===== config.mk =====
export PLATFORM = sky130hd
export DESIGN_NAME = ram_selftest
export DESIGN_NICKNAME = d
export VERILOG_FILES = /design/src/rtl/ram_selftest.sv
export SDC_FILE = /design/constraint.sdc
export NUM_CORES = 1
export LEC_CHECK = 0
export ABC_AREA = 1
export CORE_UTILIZATION = 30
export CTS_BUF_LIST = sky130_fd_sc_hd__clkbuf_8 sky130_fd_sc_hd__clkbuf_16
export DETAILED_ROUTE_END_ITERATION = 10
export PLACE_DENSITY_LB_ADDON = 0.05
export SLEW_MARGIN = 25
export SYNTH_ARGS = -nofsm -noshare
export SYNTH_HDL_FRONTEND = slang
export SYNTH_SLANG_ARGS = --single-unit

===== constraint.sdc =====
create_clock -name CLK -period 3.7 [get_ports CLK]
set_input_delay 1.11 -clock CLK [delete_from_list [all_inputs] [get_ports CLK]]
set_output_delay 1.11 -clock CLK [all_outputs]
set_load 0.005 [all_outputs]

===== src/rtl/ram_selftest.sv =====
// Write-then-readback RAM self-test: stores a seeded incrementing pattern over
// NUM_ITEMS items, fetches it back and reports mismatch count and first bad address.
package ram_pkg;
  typedef enum logic [1:0] {RAM_BYTE = 2'd0, RAM_WORD = 2'd1, RAM_LONG = 2'd2, RAM_QUAD = 2'd3} ram_size_t;
  typedef enum logic [1:0] {RAM_NOP = 2'd0, RAM_FETCH = 2'd1, RAM_STORE = 2'd2} ram_op_t;
endpackage

module ram_selftest #(
  parameter int unsigned      ADDRW       = 17,
  parameter int unsigned      DATAW       = 64,
  parameter int unsigned      INIT_CYCLES = 60,
  parameter int unsigned      NUM_ITEMS   = 16,
  parameter logic [ADDRW-1:0] BASE_ADDR   = '0,
  parameter int unsigned      RD_LATENCY  = 1,
  parameter logic [63:0]      SEED        = 64'h0102030405060708
) (
  input  logic               CLK,
  input  logic               RST_N,
  input  logic               start,
  input  ram_pkg::ram_size_t size,
  output logic               ready,
  output logic               busy,
  output logic               done,
  output logic               pass,
  output logic [15:0]        err_count,
  output logic [ADDRW-1:0]   first_err_addr,
  output ram_pkg::ram_op_t   ram_op,
  output ram_pkg::ram_size_t ram_size,
  output logic [ADDRW-1:0]   ram_addr,
  output logic [DATAW-1:0]   ram_wdata,
  input  logic [DATAW-1:0]   ram_rdata
);
  import ram_pkg::*;

  localparam int unsigned IW = 17;
  localparam int unsigned CW = (INIT_CYCLES > 1) ? $clog2(INIT_CYCLES) : 1;
  localparam logic [CW-1:0] INIT_LAST = CW'(INIT_CYCLES - 1);
  localparam logic [IW-1:0] LAST_IDX  = IW'(NUM_ITEMS - 1);
  localparam logic [2:0]    LAT_LAST  = 3'(RD_LATENCY - 1);

  typedef enum logic [2:0] {
    INIT_WAIT, IDLE, WRITE, WGAP, READ, RWAIT, CHECK, FINISH
  } state_t;

  state_t           state, state_nxt;
  logic [CW-1:0]    init_cnt;
  logic [2:0]       lat_cnt;
  logic [IW-1:0]    idx;
  logic [ADDRW-1:0] addr_r;
  logic [DATAW-1:0] data_r;
  ram_size_t        size_r;
  logic [DATAW-1:0] mask;
  logic [ADDRW-1:0] step;
  logic             last_item;
  logic             mismatch;

  always_comb begin
    mask = DATAW'(64'hFFFF_FFFF_FFFF_FFFF);
    step = ADDRW'(8);
    case (size_r)
      RAM_BYTE: begin mask = DATAW'(64'hFF);        step = ADDRW'(1); end
      RAM_WORD: begin mask = DATAW'(64'hFFFF);      step = ADDRW'(2); end
      RAM_LONG: begin mask = DATAW'(64'hFFFF_FFFF); step = ADDRW'(4); end
      default:  begin mask = DATAW'(64'hFFFF_FFFF_FFFF_FFFF); step = ADDRW'(8); end
    endcase
  end

  assign last_item = (idx == LAST_IDX);
  // data_r runs full width; masking here gives the mod-2^W pattern zero-extended
  assign mismatch  = ((ram_rdata ^ data_r) & mask) != '0;
  assign ram_size  = size_r;
  assign ram_addr  = addr_r;
  assign ram_wdata = data_r & mask;

  always_ff @(posedge CLK or negedge RST_N) begin
    if (!RST_N) state <= INIT_WAIT;
    else        state <= state_nxt;
  end

  always_comb begin
    state_nxt = state;
    ram_op    = RAM_NOP;
    ready     = 1'b0;
    busy      = 1'b0;
    done      = 1'b0;
    case (state)
      INIT_WAIT: if (init_cnt == INIT_LAST) state_nxt = IDLE;
      IDLE: begin
        ready = 1'b1;
        if (start) state_nxt = WRITE;
      end
      WRITE: begin
        busy      = 1'b1;
        ram_op    = RAM_STORE;
        state_nxt = WGAP;
      end
      WGAP: begin
        busy      = 1'b1;
        state_nxt = last_item ? READ : WRITE;
      end
      READ: begin
        busy      = 1'b1;
        ram_op    = RAM_FETCH;
        state_nxt = (RD_LATENCY <= 1) ? CHECK : RWAIT;
      end
      RWAIT: begin
        busy = 1'b1;
        if (lat_cnt == LAT_LAST) state_nxt = CHECK;
      end
      CHECK: begin
        busy      = 1'b1;
        state_nxt = last_item ? FINISH : READ;
      end
      FINISH: begin
        done      = 1'b1;
        state_nxt = IDLE;
      end
      default: state_nxt = INIT_WAIT;
    endcase
  end

  always_ff @(posedge CLK or negedge RST_N) begin
    if (!RST_N) begin
      init_cnt       <= '0;
      lat_cnt        <= '0;
      idx            <= '0;
      addr_r         <= '0;
      data_r         <= '0;
      size_r         <= RAM_QUAD;
      err_count      <= '0;
      first_err_addr <= '0;
      pass           <= 1'b0;
    end else begin
      case (state)
        INIT_WAIT: if (init_cnt != INIT_LAST) init_cnt <= init_cnt + 1'b1;
        IDLE: if (start) begin
          size_r         <= size;
          err_count      <= '0;
          first_err_addr <= '0;
          pass           <= 1'b0;
          idx            <= '0;
          addr_r         <= BASE_ADDR;
          data_r         <= DATAW'(SEED);
        end
        WGAP: begin
          if (last_item) begin
            idx    <= '0;
            addr_r <= BASE_ADDR;
            data_r <= DATAW'(SEED);
          end else begin
            idx    <= idx + 1'b1;
            addr_r <= addr_r + step;
            data_r <= data_r + 1'b1;
          end
        end
        READ:  lat_cnt <= 3'd1;
        RWAIT: lat_cnt <= lat_cnt + 1'b1;
        CHECK: begin
          if (mismatch) begin
            if (err_count != '1) err_count <= err_count + 1'b1;
            if (err_count == '0) first_err_addr <= addr_r;
          end
          if (last_item) begin
            pass <= (err_count == '0) && !mismatch;
          end else begin
            idx    <= idx + 1'b1;
            addr_r <= addr_r + step;
            data_r <= data_r + 1'b1;
          end
        end
        default: ;
      endcase
    end
  end
endmodule


==> results of run 1 <==
## per-layer routing
| metal | track usage [%] | wire [um] | vias to the layer above |
|---|---|---|---|
| met3 | 2.98 | 1510 | 23 |
| met4 | 3.91 | 316 | 0 |
| met2 | 33.5 | 16600 | 267 |
| met1 | 30.6 | 18800 | 5180 |
| met5 | 0 | 0 | - |
| li1 | - | - | 5698 |
## layout make-up
| cell class | count | area (um^2) | share of cell area [%] |
|---|---|---|---|
| multi-input cells | 1250 | 5610 | 41.5 |
| flip-flops and latches | 146 | 3660 | 27.1 |
| repair buffers | 212 | 2120 | 15.7 |
| inverters | 264 | 991 | 7.34 |
| well taps | 455 | 569 | 4.21 |
| clock buffers | 17 | 425 | 3.15 |
| clock inverters | 15 | 143 | 1.06 |
## stage by stage
step / instance area [um^2] / hold WS [ns] / std cells / power [mW] / setup WS, ns
6_report: 13500 / 0.474 / 2359 / 3.62 / 0.550
5_1_grt: 13500 / 0.499 / 2359 / 3.76 / 0.401
3_3_place_gp: 12900 / 0.460 / 2327 / 1.94 / 0.0844
4_1_cts: 13500 / 0.480 / 2359 / 3.67 / 0.521
3_5_place_dp: 12900 / 0.461 / 2327 / 1.94 / 0.0842
2_1_floorplan: 10500 / 0.445 / 1711 / 1.74 / 1.28
## worst max-delay path: stages, from the launching register on
cell and delay, ns:
dfstp_2 0.63, nand2_1 0.11, buf_4 0.22, nor2_1 0.13, clkdlybuf4s50_1 0.54
## worst max-delay path by stage
stage	start	to	slack [ns]
finish	ram_size[0]	ram_wdata[60]	0.55
global route	ram_rdata[27]	err_count[2]	0.40
CTS	ram_size[0]	ram_wdata[54]	0.52
detailed placement	ram_rdata[27]	err_count[15]	0.08
global placement	ram_rdata[27]	err_count[7]	0.08
floorplan	ram_size[1]	ram_wdata[33]	1.28
## cells in the final DEF (no fill, tap or decap), types with 3 or more instances in the layout
cell type | netlist | layout
nor2_4 | 3 | 3
inv_6 | 0 | 5
nor2_1 | 270 | 270
nor4_1 | 8 | 8
a21oi_1 | 34 | 34
nand2_2 | 4 | 4
nand4_1 | 33 | 33
clkinv_4 | 0 | 3
o21ai_0 | 69 | 69
o22ai_1 | 4 | 4
buf_12 | 0 | 4
xor2_1 | 19 | 19
nand3_1 | 167 | 166
xnor2_1 | 12 | 12
ha_1 | 11 | 11
inv_8 | 0 | 4
buf_4 | 12 | 18
nand2_1 | 529 | 529
inv_2 | 4 | 5
dfrtp_1 | 144 | 144
clkbuf_16 | 0 | 17
and2_1 | 3 | 3
clkdlybuf4s50_1 | 0 | 189
inv_1 | 260 | 260
nor3_1 | 63 | 63
## registers in the layout (all words and copies together) (netlist names)
register        flops
data_r             64
first_err_addr     17
idx                17
ram_addr           17
err_count          16
init_cnt            6
lat_cnt             3
state               3
ram_size            2
pass                1
## cells by family after synthesis
family	count (synthesis)	share of synthesized area [%]
simple gates	1089	43.2
buf+inv	315	12.1
flops	146	34.7
compound gates	117	5.82
xor+xnor	31	2.58
fa+ha+maj	12	1.50
mux	1	0.107
## power by group
part	internal, mW	leakage, nW	switching [mW]	total (mW)
Sequential	1.60	1.71	0.00322	1.60
Clock	0.894	0.281	0.822	1.72
Combinational	0.152	4.84	0.153	0.304
Total	2.64	6.83	0.978	3.62
==> impl_metrics.json, run 1 <==
{
  "start_util_pct": 30.5,
  "ioPinCount": 191,
  "antennaDiodeCount": 0,
  "max-cap-violations": 0,
  "fin_nets": 1972,
  "nFillCells": 3825,
  "worstPathArrival_ns": 2.04,
  "syn2layout_area_growth_pct": 28.3,
  "cts_hold_buf": 0,
  "vias": 11200,
  "holdPathStages": 2,
  "p_leak_nw": 6.83,
  "port_buffers": 190,
  "grt_max_degree": 63,
  "synth-main-ff-cell": "dfrtp_1",
  "relSlewSlack_pct": 47.3,
  "maxSlewViolCount": 0,
  "cts_setup_buffers": 0,
  "die-area_um2": 35900,
  "synth.avg_cell_area_um2": 6.15,
  "routed_wl_um": 37300,
  "grt_pass1_vias": 10600,
  "yosysSeqAreaShare_pct": 34.7,
  "status": "finished clean",
  "reg2reg_from": "ram_size[0]",
  "cp_max_fo": 19,
  "rsz0062_at_grt": "no",
  "cts-root-buf": "clkbuf_16",
  "cts.path.max_buffers": 2,
  "cp-end-kind": "primary output",
  "drc": 0,
  "setup_tns_ns": 0,
  "fmax_ghz": 0.317,
  "grt_antenna_before_repair": 0,
  "dp_hpwl_um": 28700,
  "skew_ns": 0.0184,
  "overflow": 0,
  "ys_types": 43,
  "post_cts_resized": 0,
  "hp-start": "first_err_addr[10]",
  "yosysWarnings": 0,
  "rr_worst_depth": 13,
  "ys_ff_latch": 146,
  "dieWidth_um": 189,
  "yosys-top-cells-area": "dfrtp_1 (34%), nand2_1 (19%), nor2_1 (9.6%)",
  "synth_edf_count": 0,
  "syn_nets": 1792,
  "synth.most_common_cell": "nand2_1",
  "rows": 68,
  "clkTransAtPathRegs_ns": 0.08,
  "synth.cell_area_um2": 10500,
  "pwr_density_cell_nw_per_um2": 268,
  "clock-sinks": 146,
  "ir_worst_vdd_uv": 293,
  "drive_gt1_share_pct": 3.94,
  "grt_pass1_wl_um": 59500,
  "r2r-end": "ram_addr[14]",
  "core_area_um2": 34500,
  "die_h_um": 189,
  "fin_util_pct": 39.1,
  "rrSetupSlack_ns": 0.94,
  "cts_tree": "done",
  "yosysTopAreaCell": "dfrtp_1",
  "period_share_pct": 85.1,
  "start_kind": "flop",
  "cts.htree.levels": 4,
  "hold_path_end": "first_err_addr[10]",
  "dr.pass1.iters": 5,
  "wire_per_inst_um": 15.8,
  "yosys.area.top_type_share_pct": 34.2,
  "grt_usage_pct": 21.1,
  "finalHoldViolations": 0,
  "worst_slew_pin_slew_ns": 0.784,
  "worst_hold_path_type": "flop to flop",
  "syn_inst": 1711,
  "synthArstFlopShare_pct": 100,
  "gp_congestion": 0.880,
  "antenna_left": 0,
  "synth_common_cells": "nand2_1 (529), nor2_1 (270), inv_1 (260)",
  "critPathRequiredTime_ns": 2.59,
  "clock_latency_ns": 0.43,
  "setup_viol": 0,
  "finalCriticalPeriod_ns": 3.15,
  "initialDrtViolationCount": 705,
  "worst-setup-path-type": "flop to primary output",
  "viasPerCell": 4.73,
  "numCtsBuffers": 17
}
No activity file was read; power rests on OpenSTA's default activity.
==> run 2, diff against run 1 <==
--- a/config.mk
+++ b/config.mk
@@ -6,6 +6,7 @@
 export NUM_CORES = 1
 export LEC_CHECK = 0
 export ABC_AREA = 1
+export CORE_ASPECT_RATIO = 1.5
 export CORE_UTILIZATION = 30
 export CTS_BUF_LIST = sky130_fd_sc_hd__clkbuf_8 sky130_fd_sc_hd__clkbuf_16
 export DETAILED_ROUTE_END_ITERATION = 10
==> run 2 against run 1 <==
Non-clock buffer count fell by 1; fmax is 3.4% lower; critical path depth did not move; die area is essentially flat; largest power group unchanged; core utilization is 0.45 points higher; clock-buffer cell count increased by 2.
==> impl_metrics.json, run 2 (same netlist as run 1, synthesis figures left out) <==
{
  "fmax_ghz": 0.307,
  "initialDrtViolationCount": 539,
  "rrSetupSlack_ns": 0.90,
  "worstPathArrival_ns": 2.15,
  "r2r-end": "ram_addr[14]",
  "top_register": "data_r",
  "drive_gt1_share_pct": 3.89,
  "period_share_pct": 88.1,
  "wire_per_inst_um": 15.8,
  "crit_path_end": "ram_wdata[36]",
  "antenna_left": 0,
  "ioPinCount": 191,
  "finalHoldViolations": 0,
  "maxSlewViolCount": 0,
  "cts.htree.levels": 4,
  "path_delay_family": "buffers and inverters",
  "rows": 83,
  "fin_nets": 1971,
  "met1_length_um": 16000,
  "setup_viol": 0,
  "critical_path.slowest_cell": "dfstp_2",
  "max-cap-violations": 0,
  "max_stage_delay_ns": 0.66,
  "worst_slew_pin_slew_ns": 0.723,
  "grt_pass1_wl_um": 59900,
  "worst_hold_path_type": "flop to flop",
  "gp_congestion": 0.924,
  "drc": 0,
  "worst-setup-path-type": "flop to primary output",
  "die_h_um": 231,
  "routed_wl_um": 37500,
  "antennaDiodeCount": 0,
  "final_cell_mix": "nand2_1 (529), nor2_1 (270), inv_1 (260), clkdlybuf4s50_1 (189), nand3_1 (166)",
  "crit_path_start": "ram_size[0]",
  "highest_layer": "met4",
  "dr.pass1.iters": 5,
  "vias": 11100,
  "finalCriticalPeriod_ns": 3.26,
  "design_area_um2": 13600,
  "cts_tree": "done",
  "met3_length_um": 1380,
  "grt_usage_pct": 21.7,
  "die-area_um2": 35900,
  "worst-path-buf-inv": 2,
  "largest_reg_flops": 64,
  "cp-end-kind": "primary output",
  "start_util_pct": 30.6,
  "setup_tns_ns": 0,
  "cts_setup_buffers": 0,
  "crit_chain": "nand2_1 -> buf_4 -> nor2_1 -> clkdlybuf4s50_1",
  "p_leak_nw": 6.86,
  "cts_hold_buf": 0,
  "cts.path.max_buffers": 2,
  "placed_cell_area_um2": 13000,
  "relSlewSlack_pct": 51.4,
  "ir_worst_vdd_uv": 185,
  "pwr_density_cell_nw_per_um2": 281,
  "cts-root-buf": "clkbuf_16",
  "reg2reg_from": "ram_size[1]",
  "crit_cells": 4,
  "viasPerCell": 4.70,
  "cp_max_fo": 33,
  "critPathRequiredTime_ns": 2.59,
  "rr_worst_depth": 13,
  "post_cts_resized": 0,
  "port_buffers": 190,
  "grt_pass1_vias": 11000,
  "core_area_um2": 34400,
  "overflow": 0,
  "dieWidth_um": 155,
  "skew_ns": 0.0139,
  "status": "finished clean",
  "grt_max_degree": 52,
  "dp_hpwl_um": 29300,
  "mostFrequentLayoutCell": "nand2_1",
  "grt_antenna_before_repair": 0,
  "clkTransAtPathRegs_ns": 0.07,
  "wl_met2_um": 19500,
  "syn2layout_area_growth_pct": 29.1,
  "rsz0062_at_grt": "no",
  "clock-sinks": 146,
  "numCtsBuffers": 17,
  "clock_latency_ns": 0.46,
  "start_kind": "flop"
}
-- run 2: metal layers --
layer / GRT usage [%] / up-vias
met3: 2.99 / 39
met5: 0 / -
li1: - / 5684
met2: 40.1 / 241
met1: 25.6 / 5178
met4: 6.53 / 0
-- run 2: final cells by class --
cell class	instances	area, um^2
clock buffer	19	453
clock inverter	13	183
fill	3731	20800
inverter	264	991
multi-input combinational	1250	5610
sequential	146	3660
tap	467	584
timing repair buffer	211	2120
-- run 2: worst reg2reg max path, delay by kind of cell, from the launching register on --
family / cells / cell delay, ns
AND/OR/NAND/NOR: 6 / 0.82
AO/OA/AOI/OAI: 2 / 0.50
buffers and inverters: 3 / 0.30
adder cells (fa/ha/maj): 2 / 0.63
flip-flops: 1 / 0.43
-- run 2: report_power, final --
part	switching, mW	internal [mW]
registers	0.00442	1.60
logic	0.151	0.154
clock network	0.745	1.16
total	0.901	2.92
-- run 2: worst min path at each step --
stage / from / to / cells past startpoint
floorplan: init_cnt[5] / init_cnt[5] / 1
finish: first_err_addr[0] / first_err_addr[0] / 2
global placement: first_err_addr[0] / first_err_addr[0] / 2
detailed placement: first_err_addr[0] / first_err_addr[0] / 2
global route: first_err_addr[3] / first_err_addr[3] / 2
CTS: first_err_addr[0] / first_err_addr[0] / 2
-- run 2: metrics by stage --
step           instances  utilization [%]  worst slack, ns  power (mW)  hold WS (ns)
3_5_place_dp        2338             37.7            0.321        1.95         0.462
2_1_floorplan       1711                -             1.28        1.74         0.445
4_1_cts             2370             39.6            0.392        3.88         0.478
5_1_grt             2370             39.6            0.350        3.96         0.507
3_3_place_gp        2338             37.7            0.327        1.94         0.457
6_report            2370             39.6            0.439        3.82         0.475
